$ cat src/rtl/reg_file_pkg.sv
// Shared definitions for the mini-RISC16 register file: word/address width macros,
// register count, scoreboard counter width and the counter-update decode helper.
`ifndef WORD_WIDTH
`define WORD_WIDTH 16
`endif
`ifndef REG_ADDR_WIDTH
`define REG_ADDR_WIDTH 3
`endif

package reg_file_pkg;

  localparam int WORD_W       = `WORD_WIDTH;
  localparam int ADDR_W       = `REG_ADDR_WIDTH;
  localparam int RF_NUM_REGS  = 2 ** ADDR_W;
  localparam int RF_CNT_WIDTH = 2;

  localparam logic [ADDR_W-1:0] R0 = '0;

  typedef enum logic [1:0] {
    CNT_HOLD = 2'd0,
    CNT_INC  = 2'd1,
    CNT_DEC  = 2'd2
  } cnt_op_e;

  // An issue and a writeback to the same register in one cycle cancel out.
  function automatic cnt_op_e cnt_op(input logic inc, input logic dec);
    cnt_op_e op;
    op = CNT_HOLD;
    if (inc && !dec) op = CNT_INC;
    else if (dec && !inc) op = CNT_DEC;
    return op;
  endfunction

endpackage

$ cat src/rtl/reg_scoreboard.sv
// Per-register in-flight write counters with pending lookup for two read ports and a
// sticky overflow/underflow error flag. RF_BYPASS_EN lets a same-cycle writeback retire.
module reg_scoreboard
  import reg_file_pkg::*;
#(
  parameter int NUM_REGS  = RF_NUM_REGS,
  parameter int CNT_WIDTH = RF_CNT_WIDTH
) (
  input  logic              clk,
  input  logic              rst,
  input  logic              issue_en,
  input  logic [ADDR_W-1:0] issue_addr,
  input  logic              wr_en,
  input  logic [ADDR_W-1:0] wr_addr,
  input  logic [ADDR_W-1:0] addr_a,
  input  logic [ADDR_W-1:0] addr_b,
  output logic              pend_a,
  output logic              pend_b,
  output logic              score_err
);

  localparam logic [CNT_WIDTH-1:0] CNT_MAX = '1;
  localparam logic [CNT_WIDTH-1:0] CNT_ONE = CNT_WIDTH'(1);

  logic [CNT_WIDTH-1:0] cnt [NUM_REGS];
  logic [NUM_REGS-1:0]  inc;
  logic [NUM_REGS-1:0]  dec;
  logic [NUM_REGS-1:0]  ovf;
  logic [NUM_REGS-1:0]  unf;
  logic [NUM_REGS-1:0]  pend;

  // Slot 0 never reserves: R0 is hardwired to zero.
  always_comb begin
    inc = '0;
    dec = '0;
    for (int r = 1; r < NUM_REGS; r++) begin
      inc[r] = issue_en && (issue_addr == ADDR_W'(r));
      dec[r] = wr_en && (wr_addr == ADDR_W'(r));
    end
  end

  always_comb begin
    ovf = '0;
    unf = '0;
    for (int r = 1; r < NUM_REGS; r++) begin
      ovf[r] = (cnt_op(inc[r], dec[r]) == CNT_INC) && (cnt[r] == CNT_MAX);
      unf[r] = (cnt_op(inc[r], dec[r]) == CNT_DEC) && (cnt[r] == '0);
    end
  end

  always_comb begin
    pend = '0;
    for (int r = 1; r < NUM_REGS; r++) begin
`ifdef RF_BYPASS_EN
      pend[r] = (cnt[r] != '0) && !(dec[r] && (cnt[r] == CNT_ONE));
`else
      pend[r] = (cnt[r] != '0);
`endif
    end
  end

  assign pend_a = pend[addr_a];
  assign pend_b = pend[addr_b];

  always_ff @(posedge clk) begin
    if (rst) begin
      for (int r = 0; r < NUM_REGS; r++) cnt[r] <= '0;
      score_err <= 1'b0;
    end else begin
      cnt[0] <= '0;
      for (int r = 1; r < NUM_REGS; r++) begin
        case (cnt_op(inc[r], dec[r]))
          CNT_INC: if (cnt[r] != CNT_MAX) cnt[r] <= cnt[r] + CNT_ONE;
          CNT_DEC: if (cnt[r] != '0)      cnt[r] <= cnt[r] - CNT_ONE;
          default: cnt[r] <= cnt[r];
        endcase
      end
      if ((|ovf) || (|unf)) score_err <= 1'b1;
    end
  end

endmodule

$ cat src/rtl/reg_file.sv
// mini-RISC16 architectural register file: one writeback port, two registered read ports,
// RAW scoreboard. Define RF_BYPASS_EN to forward same-edge writes into the read ports.
module reg_file
  import reg_file_pkg::*;
#(
  parameter int NUM_REGS  = RF_NUM_REGS,
  parameter int CNT_WIDTH = RF_CNT_WIDTH
) (
  input  logic              gclk,
  input  logic              rst,
  input  logic              RegWriteEnable,
  input  logic [ADDR_W-1:0] RegWriteAddr,
  input  logic [WORD_W-1:0] RegWriteData,
  input  logic              ReadEnable,
  input  logic [ADDR_W-1:0] ReadAddrA,
  input  logic [ADDR_W-1:0] ReadAddrB,
  output logic [WORD_W-1:0] ReadDataA,
  output logic [WORD_W-1:0] ReadDataB,
  output logic              BusyA,
  output logic              BusyB,
  input  logic              IssueEnable,
  input  logic [ADDR_W-1:0] IssueAddr,
  output logic              Stall,
  output logic              ScoreErr
);

  logic [WORD_W-1:0] regs [NUM_REGS];
  logic [WORD_W-1:0] rd_next_a;
  logic [WORD_W-1:0] rd_next_b;
  logic              pend_a;
  logic              pend_b;
  logic              wr_live;

  assign wr_live = RegWriteEnable && (RegWriteAddr != R0);

  reg_scoreboard #(
    .NUM_REGS  (NUM_REGS),
    .CNT_WIDTH (CNT_WIDTH)
  ) u_scoreboard (
    .clk        (gclk),
    .rst        (rst),
    .issue_en   (IssueEnable),
    .issue_addr (IssueAddr),
    .wr_en      (RegWriteEnable),
    .wr_addr    (RegWriteAddr),
    .addr_a     (ReadAddrA),
    .addr_b     (ReadAddrB),
    .pend_a     (pend_a),
    .pend_b     (pend_b),
    .score_err  (ScoreErr)
  );

  always_ff @(posedge gclk) begin
    if (rst) begin
      for (int r = 0; r < NUM_REGS; r++) regs[r] <= '0;
    end else if (wr_live) begin
      regs[RegWriteAddr] <= RegWriteData;
    end
  end

  // Without forwarding, a same-edge read sees the value held before the write lands.
  always_comb begin
    rd_next_a = regs[ReadAddrA];
    rd_next_b = regs[ReadAddrB];
`ifdef RF_BYPASS_EN
    if (wr_live && (RegWriteAddr == ReadAddrA)) rd_next_a = RegWriteData;
    if (wr_live && (RegWriteAddr == ReadAddrB)) rd_next_b = RegWriteData;
`endif
    if (ReadAddrA == R0) rd_next_a = '0;
    if (ReadAddrB == R0) rd_next_b = '0;
  end

  always_ff @(posedge gclk) begin
    if (rst) begin
      ReadDataA <= '0;
      ReadDataB <= '0;
      BusyA     <= 1'b0;
      BusyB     <= 1'b0;
    end else if (ReadEnable) begin
      ReadDataA <= rd_next_a;
      ReadDataB <= rd_next_b;
      BusyA     <= pend_a;
      BusyB     <= pend_b;
    end
  end

  assign Stall = ReadEnable && (pend_a || pend_b);

endmodule

$ cat config.mk
export PLATFORM = sky130hd
export DESIGN_NAME = reg_file
export DESIGN_NICKNAME = d
export VERILOG_FILES = /design/src/rtl/reg_file_pkg.sv /design/src/rtl/reg_scoreboard.sv /design/src/rtl/reg_file.sv
export SDC_FILE = /design/constraint.sdc
export NUM_CORES = 1
export LEC_CHECK = 0
export BUFFER_PORTS_ARGS = -buffer_cell sky130_fd_sc_hd__buf_2
export CAP_MARGIN = 20
export CORE_MARGIN = 2
export CORE_UTILIZATION = 50
export DETAILED_ROUTE_END_ITERATION = 16
export PLACE_DENSITY = 0.73
export SKIP_CTS_REPAIR_TIMING = 1
export SYNTH_ARGS = -nofsm -noshare
export SYNTH_HDL_FRONTEND = slang
export SYNTH_HIERARCHICAL = 1
export SYNTH_SLANG_ARGS = --single-unit
export TNS_END_PERCENT = 1
$ cat constraint.sdc
create_clock -name gclk -period 4.5 [get_ports gclk]
set_clock_uncertainty 0.05 [all_clocks]
set_input_delay 0.45 -clock gclk [delete_from_list [all_inputs] [get_ports gclk]]
set_output_delay 0.45 -clock gclk [all_outputs]
set_load 0.005 [all_outputs]
# --- After elaboration in Yosys (flattened, before gate mapping) ---
# Memory sizes are Yosys's and may differ from the RTL's.
# Index checks and enable logic that the tools add are counted.
op_classes:
  div_mod_pow: 0
  eq_ne: 56
  add_sub_neg: 14
  n_bitwise: 22
  multipliers: 0
  n_shift: 0
  n_lt_le_gt_ge: 2
  n_reduce_logical: 87
  muxes: 135
op_table:
  columns: ["cell", "count"]
  rows:
  - ["1-bit two-way mux", 86]
  - ["2-bit two-way mux", 43]
  - ["16-bit two-way mux", 3]
  - ["1-bit logical AND", 44]
  - ["2-bit == test (second input constant)", 21]
  - ["2-bit by 1-bit == test with 1-bit output (second input constant)", 14]
  - ["3-bit == test (second input constant)", 8]
  - ["1-bit OR", 22]
  - ["16-bit OR reduction", 1]
  - ["2-bit by 1-bit adder with 2-bit output (second input constant)", 7]
  - ["1-bit logical NOT", 14]
  - ["2-bit logical NOT", 7]
  - ["2-bit != test (second input constant)", 7]
  - ["2-bit nonzero test", 7]
  - ["2-bit OR reduction", 7]
  - ["7-bit OR reduction", 2]
  - ["2-bit by 1-bit subtractor with 2-bit output (second input constant)", 7]
  - ["3-bit by 2-bit == test with 1-bit output (second input constant)", 4]
  - ["3-bit by 4-bit less-than comparator with 1-bit output (second input constant)", 2]
  - ["1-bit binary-select mux with 3-bit select", 2]
  - ["3-bit by 1-bit == test with 1-bit output (second input constant)", 2]
  - ["3-bit logical NOT", 2]
  - ["3-bit two-way mux", 1]
  - ["3-bit nonzero test", 1]
  - ["1-bit logical OR", 2]
totals:
  latchBits: 0
  mem_bits_ro: 0
  memories: 2
  elab_cells: 323
  ramBits: 144
  regBits: 35
mem_list:
  columns: ["name", "depth", "width", "rd", "rd_clocked_by_memory_dff", "wr", "line", "rtl"]
  rows:
  - ["regs", 8, 16, 2, 0, 8, "reg_file.sv:27", "logic [WORD_W-1:0] regs [NUM_REGS];"]
  - ["u_scoreboard.cnt", 8, 2, 7, 0, 8, "reg_scoreboard.sv:25", "logic [CNT_WIDTH-1:0] cnt [NUM_REGS];"]

# --- Longest topological paths before layout ---
# Gate-level depths: netlist (run 1).
depth:
  depth_word: 14
  ltp_mapped: 8
  depth_no_buf: 8

# --- Hierarchy ---
# The synthesis (run 1) kept the hierarchy.
by_module_without_submodules:
  columns: ["mod", "seq_area_each_um2", "instances", "area_per_inst_um2", "cells_per_inst"]
  rows:
  - ["reg_file", 4043.9, 1, 7145.6, 579]
  - ["reg_scoreboard", 440.4, 1, 1451.4, 181]

# --- Least setup slack after synthesis (run 1) ---
# OpenSTA, ideal clock, no wires.
synth_timing:
  kind: "input-to-reg"
  startpoint: "input port RegWriteAddr[1]"
  endpoint: "memory u_scoreboard/cnt[0][7] (netlist name), data pin"
  required_ps: 4276
  setup_ps: 174
  cell_stages: 5
  path_buffers: 0
  slack_ps: 2573
  t_arrival_ps: 1703
  path_cell_list: "or3_1 -> ha_1 -> nor2_1 -> or3_1 -> a311oi_1"
synth_lines:
  columns: ["item", "line", "rtl"]
  rows:
  - ["start: declaration", "reg_file.sv:12", "input logic [ADDR_W-1:0] RegWriteAddr,"]
  - ["end: declaration", "reg_scoreboard.sv:25", null]

==> results of run 1 <==
## flip-flops by register name, summed over array words and instances (netlist names)
register / count
regs: 112
u_scoreboard/cnt: 14
u_scoreboard/score_err: 1
ReadDataA: 16
BusyB: 1
BusyA: 1
ReadDataB: 16
## power groups by stage
stage	Clock, mW	Combinational [mW]	Sequential (mW)
2_1_floorplan	0	0.279	1.78
3_3_place_gp	0	0.407	1.80
3_5_place_dp	0	0.420	1.80
4_1_cts	1.42	0.423	1.77
5_1_grt	1.48	0.463	1.79
6_report	1.42	0.429	1.78
## worst paths after layout
check	startpoint	end	slack, ps	cells past startpoint
max	u_scoreboard/cnt[0][8]	Stall	1810	6
min reg2reg	ReadDataA[10]	ReadDataA[10]	420	2
max reg2reg	u_scoreboard/cnt[0][8]	BusyA	2670	6
min	RegWriteData[10]	regs[5][10]	320	2
## Yosys cell counts, types with 2 or more instances
library cell / count
mux4_2: 3
buf_4: 4
nor3b_1: 5
inv_1: 24
ha_1: 16
a221oi_1: 12
buf_2: 9
clkbuf_1: 22
buf_6: 4
mux2_2: 46
dfxtp_1: 35
nor2_1: 48
nand4_1: 3
edfxtp_1: 126
nor3_1: 27
and2b_1: 2
a22o_1: 10
o31ai_1: 14
a31oi_1: 7
clkbuf_2: 2
a311oi_1: 2
nand2b_1: 6
a32oi_1: 3
o21ai_0: 5
or2_2: 7
mux2i_1: 54
and2_1: 112
nand3_1: 11
o221ai_1: 19
nor2b_1: 7
buf_1: 2
xnor2_1: 5
nand2_1: 39
o22ai_1: 12
o2bb2ai_1: 8
or3_1: 3
nor2_2: 5
a211oi_1: 6
a21oi_1: 28
## final cells by class
| type | instances | area share |
|---|---|---|
| clock buffer | 17 | 0.0442 |
| clock inverter | 15 | 0.0149 |
| timing repair buffer | 76 | 0.0426 |
| tap | 220 | 0.0286 |
| sequential | 161 | 0.466 |
| multi-input combinational | 531 | 0.394 |
| inverter | 25 | 0.00974 |
## per-stage QoR
stage / setup slack, ps / power [mW] / instance area [um^2]
global route: 1750 / 3.72 / 9630
detailed placement: 1650 / 2.22 / 9030
floorplan: 2570 / 2.06 / 8600
global placement: 1740 / 2.20 / 9030
finish: 1810 / 3.62 / 9630
CTS: 1850 / 3.61 / 9600
## per-layer routing
metal / vias up / wire, um
met5: - / 0
met4: 0 / 424
met3: 37 / 2060
met2: 355 / 10500
met1: 3176 / 9920
li1: 2916 / -
## cells by family (layout without fill, tap and decap cells)
kind of cell               after synthesis  in the layout
and+or+nand+nor                        278            278
muxes                                  103            103
buffers and inverters                   68            133
AOI/OAI and AO/OA                      129            129
adders and majority gates               16             16
xor gates and xnor gates                 5              5
DFF                                    161            161
==> results.sh, run 1 <==
export IMPL_die_h_um=135
export IMPL_gp_congestion=0.904
export IMPL_mostFrequentLayoutCells="126 x edfxtp_1, 112 x and2_1, 68 x buf_2"
export IMPL_hpwl_mm=15.4
export IMPL_cts_buffers=17
export IMPL_die_area_um2=18300
export IMPL_yosysSeqAreaShare=0.522
export IMPL_drtPass1Iterations=5
export IMPL_timing_hold_ws_ps=323
export IMPL_drive_gt1_frac=0.206
export IMPL_io_pins=69
export IMPL_pwr_share_seq=0.490
export IMPL_maxSlewViolCount=0
export IMPL_clock_sinks=161
export IMPL_start_kind="flip-flop"
export IMPL_grtUsageTotal=0.255
export IMPL_slew_limit_headroom=0.272
export IMPL_combinationalPowerShare=0.118
export IMPL_path_cells="inv_1 > ha_1 > mux4_2 > a21oi_1 > o21a_1 > buf_2"
export IMPL_port_buffers=68
export IMPL_synth_cell_area_um2=8600
export IMPL_cts_path_max_buffers=2
export IMPL_cp_arrival_ps=2190
export IMPL_tightest_slew_ps=1090
export IMPL_critPathTopFamily="compound AO/OA/AOI/OAI gates"
export IMPL_fillerInstances=1411
export IMPL_num_antenna_cells=0
export IMPL_wirelength_mm=22.9
export IMPL_use_met3=0.0488
export IMPL_p_leak_nw=3.79
export IMPL_synthXorXnorAreaFrac=0.00509
export IMPL_ys_flop_type="edfxtp_1"
export IMPL_end_kind="output port"
export IMPL_met2_usage=0.398
export IMPL_syn_to_final_growth_pct=12.0
export IMPL_yosys_area_share_simple=0.174
export IMPL_antenna_found_initial=0
export IMPL_core_area_um2=16700
export IMPL_ys_warnings_count=6
export IMPL_status="finished clean"
export IMPL_drt_iter0_drc=734
export IMPL_drt_vias_per_instance=6.20
export IMPL_multi_input_area_um2=3800
export IMPL_drc=0
export IMPL_yosysTopAreaCell="edfxtp_1"
export IMPL_hold_violations=0
export IMPL_regArea_um2=4480
export IMPL_ir_drop_mv=0.316
export IMPL_fin_util=0.577
export IMPL_final_setup_viol_count=0
export IMPL_clk_pin_slew_ps=70
export IMPL_vias=6484
export IMPL_fin_tns_setup_ps=0
export IMPL_dp_cells=1010
export IMPL_max_stage_delay_ps=470
export IMPL_synth_top_family_by_area="simple AND/OR/NAND/NOR gates"
export IMPL_finalNonFillerCells=1045
export IMPL_rows=47
export IMPL_hp_class="in2reg"
export IMPL_critPathMaxFanout=4
export IMPL_clkPwrFrac=0.391
export IMPL_synth_edf_count=126
export IMPL_synth_nets=809
export IMPL_synth_area_leaders="edfxtp_1 44%, and2_1 8.2%, dfxtp_1 8.2%, mux2i_1 6.3%, mux2_2 6.0%"
export IMPL_cap_violations=0
export IMPL_cp_required_ps=4000
export IMPL_path_class="reg2out"
export IMPL_fmax_ghz=0.371
export IMPL_grt_pass1_wl_mm=35.0
export IMPL_syn_area_per_cell_um2=11.3
export IMPL_crit_buf_inv=2
export IMPL_wl_per_cell_um=21.9
export IMPL_internal_power_mw=2.66
export IMPL_synth_seq_cells=161
export IMPL_finalNetCount=861
export IMPL_min_period_ps=2690
export IMPL_cts_tree="yes"
export IMPL_grt_max_degree=47
export IMPL_syn_inst=760
export IMPL_clk_latency_ps=440
export IMPL_slowest_stage="mux4_2"
export IMPL_cts_max_level=4
export IMPL_grt_busiest_layer="met2"
export IMPL_grt_pass1_vias=6186
export IMPL_synth_mux_area_frac=0.131
export IMPL_synthAdderAreaFrac=0.0233
export IMPL_cts_root_buf="clkbuf_16"
export IMPL_rsz0062_at_grt="false"
export IMPL_fin_crit_sh=0.599
export IMPL_synth_compound_area_share=0.109
export IMPL_synthArstFlopShare=0
export IMPL_sw_frac_of_total=0.266
export IMPL_final_common_cell="edfxtp_1"
export IMPL_ys_types=46
export IMPL_p_sw_uw=965
export IMPL_gr_total_overflow=0
export IMPL_synth_top_area_frac=0.440
export IMPL_use_met1=0.359
export IMPL_die_w_um=135
export IMPL_drtAntennaViolNets=0
export IMPL_start_util=0.515
export IMPL_powerDensity_nw_per_um2=376
No activity file was read; power rests on OpenSTA's default activity.
==> run 2, diff against run 1 <==
--- a/config.mk
+++ b/config.mk
@@ -10,7 +10,7 @@
 export CORE_MARGIN = 2
 export CORE_UTILIZATION = 50
 export DETAILED_ROUTE_END_ITERATION = 16
-export PLACE_DENSITY = 0.73
+export PLACE_DENSITY = 0.76
 export SKIP_CTS_REPAIR_TIMING = 1
 export SYNTH_ARGS = -nofsm -noshare
 export SYNTH_HDL_FRONTEND = slang
==> constraint.sdc (replaced) <==
create_clock -name gclk -period 2.3 [get_ports gclk]
set_clock_uncertainty 0.05 [all_clocks]
set_input_delay 0.23 -clock gclk [delete_from_list [all_inputs] [get_ports gclk]]
set_output_delay 0.23 -clock gclk [all_outputs]
set_load 0.005 [all_outputs]
==> results.sh, run 2 (synthesized netlist as in run 1, its figures left out) <==
export IMPL_cts_max_level=4
export IMPL_grt_max_degree=28
export IMPL_cts_tree="yes"
export IMPL_hold_violations=0
export IMPL_drive_gt1_frac=0.240
export IMPL_fin_crit_sh=0.993
export IMPL_sw_frac_of_total=0.250
export IMPL_grt_pass1_wl_mm=34.0
export IMPL_clk_pin_slew_ps=60
export IMPL_post_place_ws_ps=321
export IMPL_cts_buffers=17
export IMPL_die_w_um=135
export IMPL_final_common_cell="edfxtp_1"
export IMPL_pwr_share_seq=0.487
export IMPL_p_total_mw=7.11
export IMPL_finalNetCount=891
export IMPL_p_leak_nw=3.96
export IMPL_critPathMaxFanout=6
export IMPL_clk_latency_ps=430
export IMPL_mostFrequentLayoutCells="126 x edfxtp_1, 112 x and2_1, 68 x buf_2"
export IMPL_cp_required_ps=2020
export IMPL_largest_reg_flops=112
export IMPL_internal_power_mw=5.33
export IMPL_max_stage_delay_ps=480
export IMPL_num_antenna_cells=0
export IMPL_drtPass1Iterations=5
export IMPL_core_area_um2=16700
export IMPL_layout_setup_ws_ps=16.4
export IMPL_r2r_end="BusyA"
export IMPL_drt_iter0_drc=626
export IMPL_fin_area_um2=9920
export IMPL_rows=47
export IMPL_gp_congestion=0.858
export IMPL_clkPwrFrac=0.388
export IMPL_ir_drop_mv=0.590
export IMPL_drt_vias_per_instance=5.94
export IMPL_vias=6387
export IMPL_end_kind="output port"
export IMPL_die_h_um=135
export IMPL_antenna_found_initial=0
export IMPL_rrSetupSlack_ps=540
export IMPL_path_class="reg2out"
export IMPL_combinationalPowerShare=0.125
export IMPL_io_pins=69
export IMPL_min_period_ps=2280
export IMPL_fmax_ghz=0.438
export IMPL_timing_hold_ws_ps=98.8
export IMPL_worstHoldStart="RegWriteData[7]"
export IMPL_hpwl_mm=15.0
export IMPL_start_util=0.515
export IMPL_start_kind="flip-flop"
export IMPL_wl_per_cell_um=21.0
export IMPL_crit_end="Stall"
export IMPL_grtUsageTotal=0.252
export IMPL_p_sw_mw=1.78
export IMPL_hp_class="in2reg"
export IMPL_wirelength_mm=22.6
export IMPL_drtAntennaViolNets=0
export IMPL_final_setup_viol_count=0
export IMPL_cap_violations=0
export IMPL_powerDensity_nw_per_um2=717
export IMPL_clock_sinks=161
export IMPL_cp_arrival_ps=2000
export IMPL_reg_top3="regs x112, ReadDataA x16, ReadDataB x16"
export IMPL_drc=0
export IMPL_tightest_slew_ps=967
export IMPL_placed_cell_area_um2=9280
export IMPL_cts_root_buf="clkbuf_16"
export IMPL_syn_to_final_growth_pct=15.4
export IMPL_fin_tns_setup_ps=0
export IMPL_slew_limit_headroom=0.353
export IMPL_die_area_um2=18300
export IMPL_grt_pass1_vias=6170
export IMPL_slowest_stage="edfxtp_1"
export IMPL_gr_total_overflow=0
export IMPL_path_cells="nor2_2 > nor3b_1 > a211oi_1 > a21oi_2 > o21a_1 > buf_2"
export IMPL_r2r_cells=7
export IMPL_status="finished clean"
export IMPL_cts_path_max_buffers=2
export IMPL_cp_startpoint="u_scoreboard/cnt[0][6]"
export IMPL_maxSlewViolCount=0
export IMPL_port_buffers=68
export IMPL_timing_rr_start="u_scoreboard/cnt[0][6]"
export IMPL_top_register="regs"
==> run 2: cell count changes in the layout (fill, tap and decap cells not counted), sizes merged <==
cell / before / now
clkinvlp: 1 / 0
bufinv: 1 / 0
inv: 33 / 25
buf: 75 / 106
clkbuf: 18 / 23
clkinv: 5 / 9
==> run 2: cell type report <==
type                       count  area (um^2)
inverter                      25         93.8
clock buffer                  23          522
multi-input combinational    531         3810
tap                          220          275
sequential                   161         4480
fill                        1390         6780
clock inverter                 9         67.6
timing repair buffer         106          663
==> run 2: worst min path at each step <==
| stage | end | cells past startpoint | slack [ps] |
|---|---|---|---|
| 2_1_floorplan | u_scoreboard/cnt[0][7] | 1 | 370 |
| 3_3_place_gp | ReadDataA[6] | 2 | 400 |
| 3_5_place_dp | ReadDataA[12] | 2 | 390 |
| 4_1_cts | regs[3][7] | 2 | 90 |
| 5_1_grt | regs[3][7] | 2 | 120 |
| 6_report | regs[3][7] | 2 | 100 |
==> run 2: through the flow <==
step           utilization  instances
3_3_place_gp         0.556       1038
4_1_cts              0.591       1070
5_1_grt              0.594       1075
3_5_place_dp         0.556       1038
6_report             0.594       1075
2_1_floorplan            -        760
==> run 2: metal layers <==
layer | GRT usage | wire length [um] | up-vias
met2 | 0.399 | 10600 | 264
met3 | 0.0432 | 1510 | 44
met4 | 0.111 | 578 | 0
met1 | 0.342 | 9890 | 3109
met5 | 0 | 0 | -
li1 | - | - | 2970
==> run 2: power groups by stage <==
| stage | combinational (mW) | sequential [mW] | clock, mW |
|---|---|---|---|
| after floorplan | 0.546 | 3.48 | 0 |
| after global placement | 0.839 | 3.51 | 0 |
| after detailed placement | 0.854 | 3.52 | 0 |
| after CTS | 0.860 | 3.46 | 2.79 |
| after global routing | 0.962 | 3.48 | 2.88 |
| final | 0.890 | 3.46 | 2.76 |
==> run 2: worst max-delay path, delay by kind of cell, from the launching register on <==
kind	cells	cell delay (ps)
buffers and inverters	1	120
AND/OR/NAND/NOR	2	410
flip-flops	1	480
AO/OA/AOI/OAI	3	560
==> run 3, diff against run 2 <==
--- a/config.mk
+++ b/config.mk
@@ -7,6 +7,7 @@
 export LEC_CHECK = 0
 export BUFFER_PORTS_ARGS = -buffer_cell sky130_fd_sc_hd__buf_2
 export CAP_MARGIN = 20
+export CORE_ASPECT_RATIO = 1.25
 export CORE_MARGIN = 2
 export CORE_UTILIZATION = 50
 export DETAILED_ROUTE_END_ITERATION = 16
==> results.sh, run 3 (synthesized netlist as in run 1, its figures left out) <==
export IMPL_cts_buffers=17
export IMPL_powerDensity_nw_per_um2=731
export IMPL_fin_util=0.590
export IMPL_grt_pass1_wl_mm=34.8
export IMPL_tightest_slew_ps=1070
export IMPL_maxSlewViolCount=0
export IMPL_clock_sinks=161
export IMPL_fin_tns_setup_ps=0
export IMPL_cts_path_max_buffers=2
export IMPL_multi_input_area_um2=3850
export IMPL_grt_max_degree=35
export IMPL_vias=6416
export IMPL_hp_class="in2reg"
export IMPL_cap_violations=0
export IMPL_p_leak_nw=3.95
export IMPL_max_stage_delay_ps=480
export IMPL_status="finished clean"
export IMPL_mostFrequentLayoutCells="126 x edfxtp_1, 112 x and2_1, 68 x buf_2"
export IMPL_rrSetupSlack_ps=620
export IMPL_rows=53
export IMPL_timing_rr_start="u_scoreboard/cnt[0][8]"
export IMPL_cts_tree="yes"
export IMPL_num_antenna_cells=0
export IMPL_gp_congestion=0.868
export IMPL_ir_drop_mv=0.495
export IMPL_drc=0
export IMPL_fmax_ghz=0.453
export IMPL_drt_iter0_drc=520
export IMPL_finalNetCount=891
export IMPL_crit_buf_inv=2
export IMPL_die_area_um2=18300
export IMPL_antenna_found_initial=0
export IMPL_start_kind="flip-flop"
export IMPL_die_w_um=121
export IMPL_slew_limit_headroom=0.284
export IMPL_largest_reg_flops=112
export IMPL_end_kind="output port"
export IMPL_cts_max_level=4
export IMPL_clk_pin_slew_ps=70
export IMPL_wirelength_mm=22.8
export IMPL_min_period_ps=2210
export IMPL_critPathTopFamily="multiplexers"
export IMPL_final_common_cell="edfxtp_1"
export IMPL_path_class="reg2out"
export IMPL_reg_top3="regs x112, ReadDataA x16, ReadDataB x16"
export IMPL_grtUsageTotal=0.256
export IMPL_wl_per_cell_um=21.2
export IMPL_p_total_mw=7.26
export IMPL_top_register="regs"
export IMPL_clk_latency_ps=440
export IMPL_min_to="regs[2][6]"
export IMPL_final_setup_viol_count=0
export IMPL_worstHoldStart="RegWriteData[6]"
export IMPL_start_util=0.510
export IMPL_path_cells="inv_1 > ha_4 > mux4_2 > a21oi_4 > o21a_1 > buf_2"
export IMPL_holdPathStages=2
export IMPL_drt_vias_per_instance=5.97
export IMPL_fin_crit_sh=0.960
export IMPL_drive_gt1_frac=0.242
export IMPL_die_h_um=151
export IMPL_path_depth=6
export IMPL_hold_violations=0
export IMPL_rsz0062_at_grt="false"
export IMPL_hpwl_mm=15.3
export IMPL_drtAntennaViolNets=0
export IMPL_regArea_um2=4480
export IMPL_cts_root_buf="clkbuf_16"
export IMPL_slowest_stage="mux4_2"
export IMPL_cp_required_ps=2020
export IMPL_r2r_cells=4
export IMPL_fillerInstances=1401
export IMPL_gr_total_overflow=0
export IMPL_port_buffers=68
export IMPL_r2r_end="u_scoreboard/score_err"
export IMPL_grt_pass1_vias=6405
export IMPL_core_area_um2=16800
export IMPL_critPathMaxFanout=4
export IMPL_cp_arrival_ps=1930
export IMPL_drtPass1Iterations=5
export IMPL_io_pins=69
export IMPL_syn_to_final_growth_pct=15.6
run 3: changes by cell type in the layout (fill, tap and decap cells not counted), moves of 3 or more:
cell       change
clkbuf_16      -3
buf_12         -3
buf_4          +3
bufinv_16      +3
run 3: worst reg2reg max path: cells and delay by family, from the launching register on:
| family | cells | cell delay (ps) |
|---|---|---|
| adder cells (fa/ha/maj) | 1 | 230 |
| flip-flops | 1 | 410 |
| AO/OA/AOI/OAI | 2 | 690 |
| AND/OR/NAND/NOR | 1 | 190 |
run 3: final cells by class:
class	instances	area share
Sequential cell	161	0.451
Multi-Input combinational cell	531	0.388
Timing Repair Buffer	106	0.0629
Clock buffer	17	0.0428
Tap cell	220	0.0277
Clock inverter	15	0.0184
Inverter	25	0.00944
run 3: per-stage QoR:
stage	setup WS, ps	hold slack, ps	instance area, um^2	instances
floorplan	593	372	8600	760
global placement	330	383	9240	1038
detailed placement	316	386	9240	1038
CTS	-72.9	83.7	9850	1070
global route	21.1	107	9940	1075
finish	90.9	94.7	9940	1075
run 3: per-layer routing:
| layer | up-vias | track usage | part of all wire | routed length (um) |
|---|---|---|---|---|
| li1 | 2965 | - | - | - |
| met1 | 3098 | 0.302 | 0.38 | 8760 |
| met2 | 295 | 0.443 | 0.51 | 11600 |
| met3 | 58 | 0.0496 | 0.066 | 1500 |
| met4 | 0 | 0.134 | 0.040 | 918 |
| met5 | - | 0 | 0 | 0 |
run 3: power breakdown:
group | internal [mW] | switching [mW] | total (mW)
Clock | 1.72 | 1.20 | 2.92
Sequential | 3.34 | 0.121 | 3.46
Combinational | 0.377 | 0.510 | 0.887
run 3: worst max-delay path by stage:
stage	startpoint	to	slack [ps]
after detailed placement	RegWriteAddr[0]	u_scoreboard/score_err	320
after floorplan	RegWriteAddr[1]	u_scoreboard/cnt[0][7]	590
after global routing	u_scoreboard/cnt[0][8]	Stall	20
after global placement	RegWriteAddr[0]	u_scoreboard/score_err	330
final	u_scoreboard/cnt[0][8]	Stall	90
after CTS	u_scoreboard/cnt[0][8]	Stall	-70
